[config.mk]
export PLATFORM = sky130hd
export DESIGN_NAME = dma_copy_engine_flat
export DESIGN_NICKNAME = d
export VERILOG_FILES = /design/src/rtl/dma_copy_engine_if.sv /design/src/rtl/dma_copy_engine.sv /design/src/flat_wrapper.sv
export SDC_FILE = /design/constraint.sdc
export NUM_CORES = 1
export LEC_CHECK = 0
export ABC_CLOCK_PERIOD_IN_PS = 8410
export CORE_AREA = 2 2 156 158
export CTS_CLUSTER_DIAMETER = 50
export DETAILED_ROUTE_END_ITERATION = 10
export DIE_AREA = 0 0 158 160
export PLACE_DENSITY = 0.76
export SLEW_MARGIN = 30
export SYNTH_ARGS = -nofsm -noshare
export SYNTH_HDL_FRONTEND = slang
export SYNTH_SLANG_ARGS = --single-unit
[constraint.sdc]
create_clock -name clk -period 8.41 [get_ports clk]
set_input_delay 2.523 -clock clk [delete_from_list [all_inputs] [get_ports clk]]
set_output_delay 2.523 -clock clk [all_outputs]
set_load 0.02 [all_outputs]
[src/rtl/dma_copy_engine_if.sv]
// DMA requester bus between the copy engine and the memory controller.
// The engine is the master (drives requests); the controller is the slave.
interface dma_copy_engine_if #(
    parameter int DATA_WIDTH = 32,
    parameter int ADDR_WIDTH = 32
);
    logic                  mem_en;
    logic                  mem_wr_en;
    logic [ADDR_WIDTH-1:0] mem_addr;
    logic [DATA_WIDTH-1:0] mem_wdata;
    logic [DATA_WIDTH-1:0] mem_rdata;
    logic                  mem_valid;

    modport master (
        output mem_en, mem_wr_en, mem_addr, mem_wdata,
        input  mem_rdata, mem_valid
    );

    modport slave (
        input  mem_en, mem_wr_en, mem_addr, mem_wdata,
        output mem_rdata, mem_valid
    );
endinterface

[src/rtl/dma_copy_engine.sv]
// Word-at-a-time memory copy engine: read one word from SRC, write it to DST,
// repeat LEN times. Requests are level-held until the controller answers with
// mem_valid, and each request is followed by one idle cycle so the controller
// never sees the same request twice. All outputs are registered.
module dma_copy_engine #(
    parameter int DATA_WIDTH     = 32,
    parameter int ADDR_WIDTH     = 32,
    parameter int LEN_WIDTH      = 16,
    parameter int TIMEOUT_CYCLES = 1024
) (
    input  logic                  clk,
    input  logic                  rst,
    input  logic                  start_i,
    input  logic                  abort_i,
    input  logic [ADDR_WIDTH-1:0] src_addr_i,
    input  logic [ADDR_WIDTH-1:0] dst_addr_i,
    input  logic [LEN_WIDTH-1:0]  len_i,
    output logic                  busy_o,
    output logic                  done_o,
    output logic                  error_o,
    output logic [LEN_WIDTH-1:0]  words_done_o,
    dma_copy_engine_if.master     mem
);

    localparam logic [2:0] S_IDLE   = 3'd0;
    localparam logic [2:0] S_RD     = 3'd1;
    localparam logic [2:0] S_RD_GAP = 3'd2;
    localparam logic [2:0] S_WR     = 3'd3;
    localparam logic [2:0] S_WR_GAP = 3'd4;
    localparam logic [2:0] S_FIN    = 3'd5;

    // Counter wide enough to hold TIMEOUT_CYCLES itself.
    localparam int TMO_W = $clog2(TIMEOUT_CYCLES + 1);
    localparam logic [TMO_W-1:0] TMO_LAST = TMO_W'(TIMEOUT_CYCLES - 1);

    logic [2:0]            state_q, state_d;
    logic [ADDR_WIDTH-1:0] src_q, src_d;
    logic [ADDR_WIDTH-1:0] dst_q, dst_d;
    logic [LEN_WIDTH-1:0]  rem_q, rem_d;
    logic [DATA_WIDTH-1:0] buf_q, buf_d;
    logic [TMO_W-1:0]      tmo_q, tmo_d;
    logic                  busy_q, busy_d;
    logic                  done_q, done_d;
    logic                  error_q, error_d;
    logic [LEN_WIDTH-1:0]  wdone_q, wdone_d;
    logic                  en_q, en_d;
    logic                  wr_q, wr_d;
    logic [ADDR_WIDTH-1:0] addr_q, addr_d;
    logic [DATA_WIDTH-1:0] wdata_q, wdata_d;
    logic                  timeout;

    // A request that has waited TIMEOUT_CYCLES-1 cycles times out if this
    // cycle also passes without mem_valid.
    assign timeout = (tmo_q == TMO_LAST);

    // Next-state and next-output logic; outputs are computed one cycle ahead
    // so every port comes straight from a flop.
    always_comb begin
        state_d = state_q;
        src_d   = src_q;
        dst_d   = dst_q;
        rem_d   = rem_q;
        buf_d   = buf_q;
        tmo_d   = tmo_q;
        busy_d  = busy_q;
        done_d  = 1'b0;
        error_d = error_q;
        wdone_d = wdone_q;
        en_d    = 1'b0;
        wr_d    = 1'b0;
        addr_d  = addr_q;
        wdata_d = wdata_q;

        if (abort_i) begin
            // Abort wins over start and over a coinciding mem_valid.
            state_d = S_IDLE;
            busy_d  = 1'b0;
        end else begin
            case (state_q)
                S_IDLE: begin
                    if (start_i) begin
                        error_d = 1'b0;
                        wdone_d = '0;
                        busy_d  = 1'b1;
                        if (len_i != '0) begin
                            src_d   = src_addr_i;
                            dst_d   = dst_addr_i;
                            rem_d   = len_i;
                            tmo_d   = '0;
                            state_d = S_RD;
                            en_d    = 1'b1;
                            addr_d  = src_addr_i;
                        end else begin
                            state_d = S_FIN;
                        end
                    end
                end
                S_RD: begin
                    tmo_d = tmo_q + TMO_W'(1);
                    if (mem.mem_valid) begin
                        buf_d   = mem.mem_rdata;
                        state_d = S_RD_GAP;
                    end else if (timeout) begin
                        error_d = 1'b1;
                        state_d = S_FIN;
                    end else begin
                        en_d = 1'b1;
                    end
                end
                S_RD_GAP: begin
                    src_d   = src_q + ADDR_WIDTH'(1);
                    tmo_d   = '0;
                    state_d = S_WR;
                    en_d    = 1'b1;
                    wr_d    = 1'b1;
                    addr_d  = dst_q;
                    wdata_d = buf_q;
                end
                S_WR: begin
                    tmo_d = tmo_q + TMO_W'(1);
                    if (mem.mem_valid) begin
                        state_d = S_WR_GAP;
                    end else if (timeout) begin
                        error_d = 1'b1;
                        state_d = S_FIN;
                    end else begin
                        en_d = 1'b1;
                        wr_d = 1'b1;
                    end
                end
                S_WR_GAP: begin
                    dst_d   = dst_q + ADDR_WIDTH'(1);
                    wdone_d = wdone_q + LEN_WIDTH'(1);
                    rem_d   = rem_q - LEN_WIDTH'(1);
                    if (rem_q != LEN_WIDTH'(1)) begin
                        tmo_d   = '0;
                        state_d = S_RD;
                        en_d    = 1'b1;
                        addr_d  = src_q;
                    end else begin
                        state_d = S_FIN;
                    end
                end
                S_FIN: begin
                    done_d  = 1'b1;
                    busy_d  = 1'b0;
                    state_d = S_IDLE;
                end
                default: begin
                    state_d = S_IDLE;
                    busy_d  = 1'b0;
                end
            endcase
        end
    end

    // State and output registers; reset drops the request asynchronously.
    always_ff @(posedge clk or posedge rst) begin
        if (rst) begin
            state_q <= S_IDLE;
            src_q   <= '0;
            dst_q   <= '0;
            rem_q   <= '0;
            buf_q   <= '0;
            tmo_q   <= '0;
            busy_q  <= 1'b0;
            done_q  <= 1'b0;
            error_q <= 1'b0;
            wdone_q <= '0;
            en_q    <= 1'b0;
            wr_q    <= 1'b0;
            addr_q  <= '0;
            wdata_q <= '0;
        end else begin
            state_q <= state_d;
            src_q   <= src_d;
            dst_q   <= dst_d;
            rem_q   <= rem_d;
            buf_q   <= buf_d;
            tmo_q   <= tmo_d;
            busy_q  <= busy_d;
            done_q  <= done_d;
            error_q <= error_d;
            wdone_q <= wdone_d;
            en_q    <= en_d;
            wr_q    <= wr_d;
            addr_q  <= addr_d;
            wdata_q <= wdata_d;
        end
    end

    assign busy_o        = busy_q;
    assign done_o        = done_q;
    assign error_o       = error_q;
    assign words_done_o  = wdone_q;
    assign mem.mem_en    = en_q;
    assign mem.mem_wr_en = wr_q;
    assign mem.mem_addr  = addr_q;
    assign mem.mem_wdata = wdata_q;

endmodule

[src/flat_wrapper.sv]
// flat-port wrapper written by rule: the top's interface ports become plain ports
module dma_copy_engine_flat 
#(
    parameter int DATA_WIDTH     = 32,
    parameter int ADDR_WIDTH     = 32,
    parameter int LEN_WIDTH      = 16,
    parameter int TIMEOUT_CYCLES = 1024
)
  (clk, rst, start_i, abort_i, src_addr_i, dst_addr_i, len_i, busy_o, done_o, error_o, words_done_o, mem_mem_en, mem_mem_wr_en, mem_mem_addr, mem_mem_wdata, mem_mem_rdata, mem_mem_valid);
  dma_copy_engine_if #(.DATA_WIDTH(DATA_WIDTH), .ADDR_WIDTH(ADDR_WIDTH)) mem_i ();
  input  logic clk;
  input  logic rst;
  input  logic start_i;
  input  logic abort_i;
  input  logic [ADDR_WIDTH-1:0] src_addr_i;
  input  logic [ADDR_WIDTH-1:0] dst_addr_i;
  input  logic [LEN_WIDTH-1:0] len_i;
  output logic busy_o;
  output logic done_o;
  output logic error_o;
  output logic [LEN_WIDTH-1:0] words_done_o;
  output wire logic [$bits(mem_i.mem_en)-1:0] mem_mem_en;
  output wire logic [$bits(mem_i.mem_wr_en)-1:0] mem_mem_wr_en;
  output wire logic [$bits(mem_i.mem_addr)-1:0] mem_mem_addr;
  output wire logic [$bits(mem_i.mem_wdata)-1:0] mem_mem_wdata;
  input wire logic [$bits(mem_i.mem_rdata)-1:0] mem_mem_rdata;
  input wire logic [$bits(mem_i.mem_valid)-1:0] mem_mem_valid;
  assign mem_mem_en = mem_i.mem_en;
  assign mem_mem_wr_en = mem_i.mem_wr_en;
  assign mem_mem_addr = mem_i.mem_addr;
  assign mem_mem_wdata = mem_i.mem_wdata;
  assign mem_i.mem_rdata = mem_mem_rdata;
  assign mem_i.mem_valid = mem_mem_valid;
  dma_copy_engine #(.DATA_WIDTH(DATA_WIDTH), .ADDR_WIDTH(ADDR_WIDTH), .LEN_WIDTH(LEN_WIDTH), .TIMEOUT_CYCLES(TIMEOUT_CYCLES)) u_core (.clk(clk), .rst(rst), .start_i(start_i), .abort_i(abort_i), .src_addr_i(src_addr_i), .dst_addr_i(dst_addr_i), .len_i(len_i), .busy_o(busy_o), .done_o(done_o), .error_o(error_o), .words_done_o(words_done_o), .mem(mem_i));
endmodule
# ---- Word-level counts from Yosys, hierarchy flattened
# Cells that the tools add are included.
dict set report op_classes {
  n_addsub 5
  multipliers 0
  div 0
  magnitude_cmp 0
  n_eq_ne 14
  shift 0
  mux 43
  bitwise 1
  reduce_logical 18
}
# cell n
set op_table {}
lappend op_table {{32-bit 2-to-1 mux} 5}
lappend op_table {{32-bit one-hot mux with 2 select lines} 2}
lappend op_table {{32-bit one-hot mux with 3 select lines} 1}
lappend op_table {{32-bit by 1-bit adder with 32-bit output, second input constant} 2}
lappend op_table {{16-bit one-hot mux with 2 select lines} 2}
lappend op_table {{16-bit 2-to-1 mux} 3}
lappend op_table {{11-bit one-hot mux with 4 select lines} 1}
lappend op_table {{11-bit 2-to-1 mux} 3}
lappend op_table {{3-bit 2-to-1 mux} 7}
lappend op_table {{16-bit by 1-bit adder with 16-bit output, second input constant} 1}
lappend op_table {{16-bit by 1-bit != test with 1-bit output, second input constant} 1}
lappend op_table {{16-bit nonzero test} 1}
lappend op_table {{16-bit by 1-bit subtractor with 16-bit output, second input constant} 1}
lappend op_table {{3-bit one-hot mux with 5 select lines} 1}
lappend op_table {{5-bit AND reduction} 3}
lappend op_table {{1-bit 2-to-1 mux} 14}
lappend op_table {{11-bit by 1-bit adder with 11-bit output, second input constant} 1}
lappend op_table {{11-bit by 10-bit equality test with 1-bit output, second input constant} 1}
lappend op_table {{2-bit by 1-bit != test with 1-bit output, second input constant} 4}
lappend op_table {{4-bit AND reduction} 2}
lappend op_table {{3-bit by 2-bit equality test with 1-bit output, second input constant} 2}
lappend op_table {{3-bit equality test, second input constant} 2}
lappend op_table {{1-bit one-hot mux with 2 select lines} 3}
lappend op_table {{3-bit AND reduction} 2}
lappend op_table {{other kinds (12)} 16}
dict set report word_totals {
  reg_bits 211
  latch_bits 0
  mem_bits_rw 0
  romBits 0
  in_bits 117
  output_inout_bits 85
  elab_cells 95
  n_memories 0
}

# ---- Longest topological paths before layout
dict set report logic_depth {
  word_depth 5
  depth_mapped 9
  depth_no_buf 7
}

# ---- Least setup slack after synthesis
# No wires, ideal clock.
dict set report synth_path {
  path_kind {input -> register}
  from {in abort_i}
  to {reg u_core.src_q[30]}
  setup_time_ps 120
  arrival_time_ps 3984
  t_required_ps 8290
  setup_slack_ps 4306
  stages 5
  n_path_buf 1
  cell_sequence {clkbuf_1 > nor4b_4 > a21oi_1 > or4_1 > and3_1}
}
dict set report synth_via {
  elab_chain_cells 2
}
# element line
set synth_rtl {}
lappend synth_rtl {{start, declared} flat_wrapper.sv:14} ;# input logic abort_i;
lappend synth_rtl {{1-bit inverter (no source line)} -}
lappend synth_rtl {{4-bit AND reduction (no source line)} -}
lappend synth_rtl {{end signal, assigned} dma_copy_engine.sv:176} ;# src_q <= src_d;
lappend synth_rtl {{end, declared} dma_copy_engine.sv:37} ;# logic [ADDR_WIDTH-1:0] src_q, src_d;
# Every way passes these cells.
# A chain may end at the register's enable or synchronous reset.

# ---- Final worst setup path
dict set report layout_path {
  from {in len_i[14]}
  to {reg u_core.src_q[25]}
}
dict set report layout_via {
  elab_chain_cells 3
}
# element line
set layout_rtl {}
lappend layout_rtl {{start, declared} flat_wrapper.sv:17} ;# input logic [LEN_WIDTH-1:0] len_i;
lappend layout_rtl {{16-bit nonzero test} dma_copy_engine.sv:85} ;# if (len_i != '0) begin
lappend layout_rtl {{2-bit by 1-bit != test with 1-bit output (no source line)} -}
lappend layout_rtl {{4-bit AND reduction (no source line)} -}
# Every way passes these cells.

==> reports/summary.txt <==
=====================================================================================
Origin of the critical flop-to-flop path ............................... u_core.state_q[2]
Worst setup path startpoint ............................................    len_i[14]
Slew margin rel. .......................................................        36.6%
Clock tree from TritonCTS ..............................................         done
Number of diodes added for antenna fixing ..............................            0
Antenna-violating nets left ............................................            0
Hold Crit Class ........................................................   reg -> reg
Outcome ................................................................ finished clean
Most frequent standard cell in the layout excluding fill and tap cells . sky130_fd_sc_hd__dfrtp_1
Vias per cell ..........................................................         6.02
Max Cap Violations .....................................................            0
Final clock period utilization by the worst path .......................        60.6%
DPL Wire Length ........................................................     21300 µm
Number of enable flip-flop cells after synthesis .......................            0
Pins Over Slew Limit ...................................................            0
Clock skew after layout ................................................    0.0133 ns
Number of global-route vias before repair ..............................         9511
Width of the die .......................................................       158 µm
Number of hold-repair buffers added at the cts stage ...................            0
Number of optimization iterations in the first detailed-route pass .....            6
Number of nets in the synthesized netlist ..............................         1272
Post-Layout Inst Area ..................................................    14200 µm²
Post-CTS setup-driven buffer insertion count ...........................            0
Synth cell types .......................................................           69
Post-layout nets .......................................................         1430
Total of endpoints with negative setup slack in the final report .......            0
Type of the setup path with the least slack ............................    in -> reg
Core outline area ......................................................    23800 µm²
Worst path arrival time ................................................      5.50 ns
Insertion delay of the later-clocked pin in the worst-skew pair ........      0.53 ns
Row count ..............................................................           57
Mean instance size in the synthesized netlist ..........................     9.68 µm²
Cts bufs inserted ......................................................           26
Fraction of final layout cells sized beyond drive strength 1 ...........        11.2%
FF-to-FF setup slack ...................................................      5.28 ns
Yosys Warn Count .......................................................            0
Maximum resistive drop on vdd ..........................................     0.256 mV
Share of flip-flops with an asynchronous set or reset ..................         100%
Setup_tns ..............................................................         0 ns
Most frequently used flop master after synthesis ....................... sky130_fd_sc_hd__dfrtp_1
Count of buffers from port buffering ...................................          201
Transition time at the pin with the least slew margin ..................     0.951 ns
Total power density per cell area ......................................   262 nW/µm²
Top library cells by usage in the layout, fill and taps aside .......... sky130_fd_sc_hd__dfrtp_1 (211), sky130_fd_sc_hd__clkdlybuf4s50_1 (201), sky130_fd_sc_hd__a21oi_1 (118)
RSZ-0062 raised after global routing ...................................        false
Layout overhead on the synthesized area ................................        28.1%
Post-cts resize count ..................................................            0
Filler cell count in the final layout ..................................         2012
Lkg Pwr ................................................................      5.80 nW
TritonCTS sink count ...................................................          211
Initial standard-cell utilization of the core ..........................        46.7%
Full die area ..........................................................    25300 µm²
Largest net degree at the start of global routing ......................           91
Type of element launching the critical path ............................    input pin
Antenna violations before repair .......................................            0
Longest Clk Path Bufs ..................................................            3
Clock-pin slew of the registers on the worst-case setup and hold paths .      0.06 ns
GRT overflow ...........................................................            0
Logic depth of the worst register-to-register path .....................            6
Tot GR Track Use .......................................................        24.5%
Crit path required time ................................................      8.81 ns
Routed via count .......................................................         9932
Synthesized area .......................................................    11100 µm²
H-tree depth ...........................................................            1
R2R Path End ........................................................... u_core.dst_q[17]
Achievable frequency ...................................................    0.196 GHz
Height of the die ......................................................       160 µm
Critical Path Fanout Max ...............................................           15
Synthesized netlist cell count .........................................         1149
Global-route wire length before repair .................................     50000 µm
Sort of element at the end of the critical path ........................    flip-flop
Routed WL ..............................................................     31200 µm
Mean routed wirelength per cell ........................................      18.9 µm
Yosys reg bits .........................................................          211
Total DRC errors in the routed layout ..................................            0
Sequential cell area fraction in the yosys report ......................        47.5%
Placer's final routability congestion estimate .........................        0.934
Root Buffer ............................................................ sky130_fd_sc_hd__clkbuf_16
Placed instance area ...................................................    13300 µm²
Total power draw .......................................................    0.00373 W
I/O pin total ..........................................................          202
Hold violation total from the final report .............................            0
Number of DRC violations after detailed-routing iteration 0 ............          916
Min cycle time layout ..................................................      5.10 ns
Destination of the critical timing path ................................ u_core.src_q[25]
=====================================================================================
cell families (layout without fill, tap and decap cells):
family,count (synthesis),in the layout,share of synthesized area [%]
xor gates and xnor gates,14,14,1.10
and+or+nand+nor,328,328,15.5
muxes,101,101,9.84
buffers and inverters,132,309,4.94
AOI/OAI and AO/OA,357,357,20.5
DFF,211,211,47.5
adders and majority gates,6,6,0.675
metrics by stage:
step | util [%] | setup WS, ns | hold slack (ns) | instances
6_report | 59.8 | 3.31 | 0.492 | 1650
5_1_grt | 59.8 | 3.08 | 0.514 | 1650
4_1_cts | 59.7 | 3.33 | 0.494 | 1649
3_5_place_dp | 55.9 | 2.79 | 0.474 | 1602
3_3_place_gp | 55.9 | 2.85 | 0.465 | 1602
2_1_floorplan | - | 0.121 | 0.448 | 1149
sequential cells by signal (all words and copies together), names as in the netlist:
name / cells
u_core.buf_q: 32
u_core.dst_q: 32
u_core.mem.mem_addr: 32
u_core.mem.mem_wdata: 32
u_core.src_q: 32
u_core.rem_q: 16
u_core.words_done_o: 16
u_core.tmo_q: 11
u_core.state_q: 3
u_core.busy_o: 1
u_core.done_o: 1
u_core.error_o: 1
u_core.mem.mem_en: 1
u_core.mem.mem_wr_en: 1
report_power, final:
group	leakage, nW	switching (W)	total, W	internal, W
sequential	2.55	0.000278	0.00157	0.00129
combinational	2.82	0.000491	0.00101	0.000516
clock	0.431	0.000442	0.00115	0.000712
total	5.80	0.00121	0.00373	0.00252
metal layers:
layer  vias to the layer above  wire, µm  track usage (%)
met5                         -         0                0
met4                         0       711             7.58
met3                        60      3310             6.73
met2                       471     14300             37.1
met1                      4812     12900             34.2
li1                       4589         -                -
synth_stat cells, types with 18 or more instances:
| cell | n | share of area (%) |
|---|---|---|
| sky130_fd_sc_hd__dfrtp_1 | 211 | 47 |
| sky130_fd_sc_hd__a21oi_1 | 118 | 5.3 |
| sky130_fd_sc_hd__nor2_1 | 79 | 2.7 |
| sky130_fd_sc_hd__nand2_1 | 78 | 2.6 |
| sky130_fd_sc_hd__mux2_2 | 67 | 6.8 |
| sky130_fd_sc_hd__o21ai_0 | 67 | 3.0 |
| sky130_fd_sc_hd__clkbuf_1 | 60 | 2.0 |
| sky130_fd_sc_hd__nand3_1 | 47 | 2.1 |
| sky130_fd_sc_hd__inv_1 | 45 | 1.5 |
| sky130_fd_sc_hd__mux2i_1 | 34 | 3.1 |
| sky130_fd_sc_hd__o22ai_1 | 31 | 1.7 |
| sky130_fd_sc_hd__nand4_1 | 26 | 1.5 |
| sky130_fd_sc_hd__a22o_1 | 21 | 1.7 |
| sky130_fd_sc_hd__and3_1 | 18 | 1.0 |
final cells by class:
| class | count | area (µm²) | area share [%] |
|---|---|---|---|
| multi-input combinational | 806 | 5330 | 37.4 |
| clock buffer | 39 | 791 | 5.55 |
| clock inverter | 8 | 109 | 0.764 |
| timing repair buffer | 217 | 2160 | 15.1 |
| sequential | 211 | 5280 | 37.1 |
| tap | 324 | 405 | 2.85 |
| inverter | 45 | 176 | 1.24 |
worst max-delay path, cell delays in order:
cell and delay, ns:
sky130_fd_sc_hd__clkdlybuf4s50_1 0.44, sky130_fd_sc_hd__nor4_1 0.54, sky130_fd_sc_hd__nand4_1 0.42, sky130_fd_sc_hd__a21oi_1 0.86, sky130_fd_sc_hd__buf_4 0.33, sky130_fd_sc_hd__a21oi_1 0.05
sky130_fd_sc_hd__o2bb2a_1 0.31
worst min path at each step:
stage	to	from	slack, ns	cells after the start
4_1_cts	u_core.tmo_q[10]	u_core.tmo_q[10]	0.49	1
3_5_place_dp	u_core.tmo_q[10]	u_core.tmo_q[10]	0.47	1
5_1_grt	u_core.buf_q[22]	u_core.buf_q[22]	0.51	1
2_1_floorplan	u_core.rem_q[14]	u_core.rem_q[14]	0.45	1
6_report	u_core.tmo_q[10]	u_core.tmo_q[10]	0.49	1
3_3_place_gp	u_core.rem_q[14]	u_core.rem_q[14]	0.47	1
No activity file was read; power rests on OpenSTA's default activity.
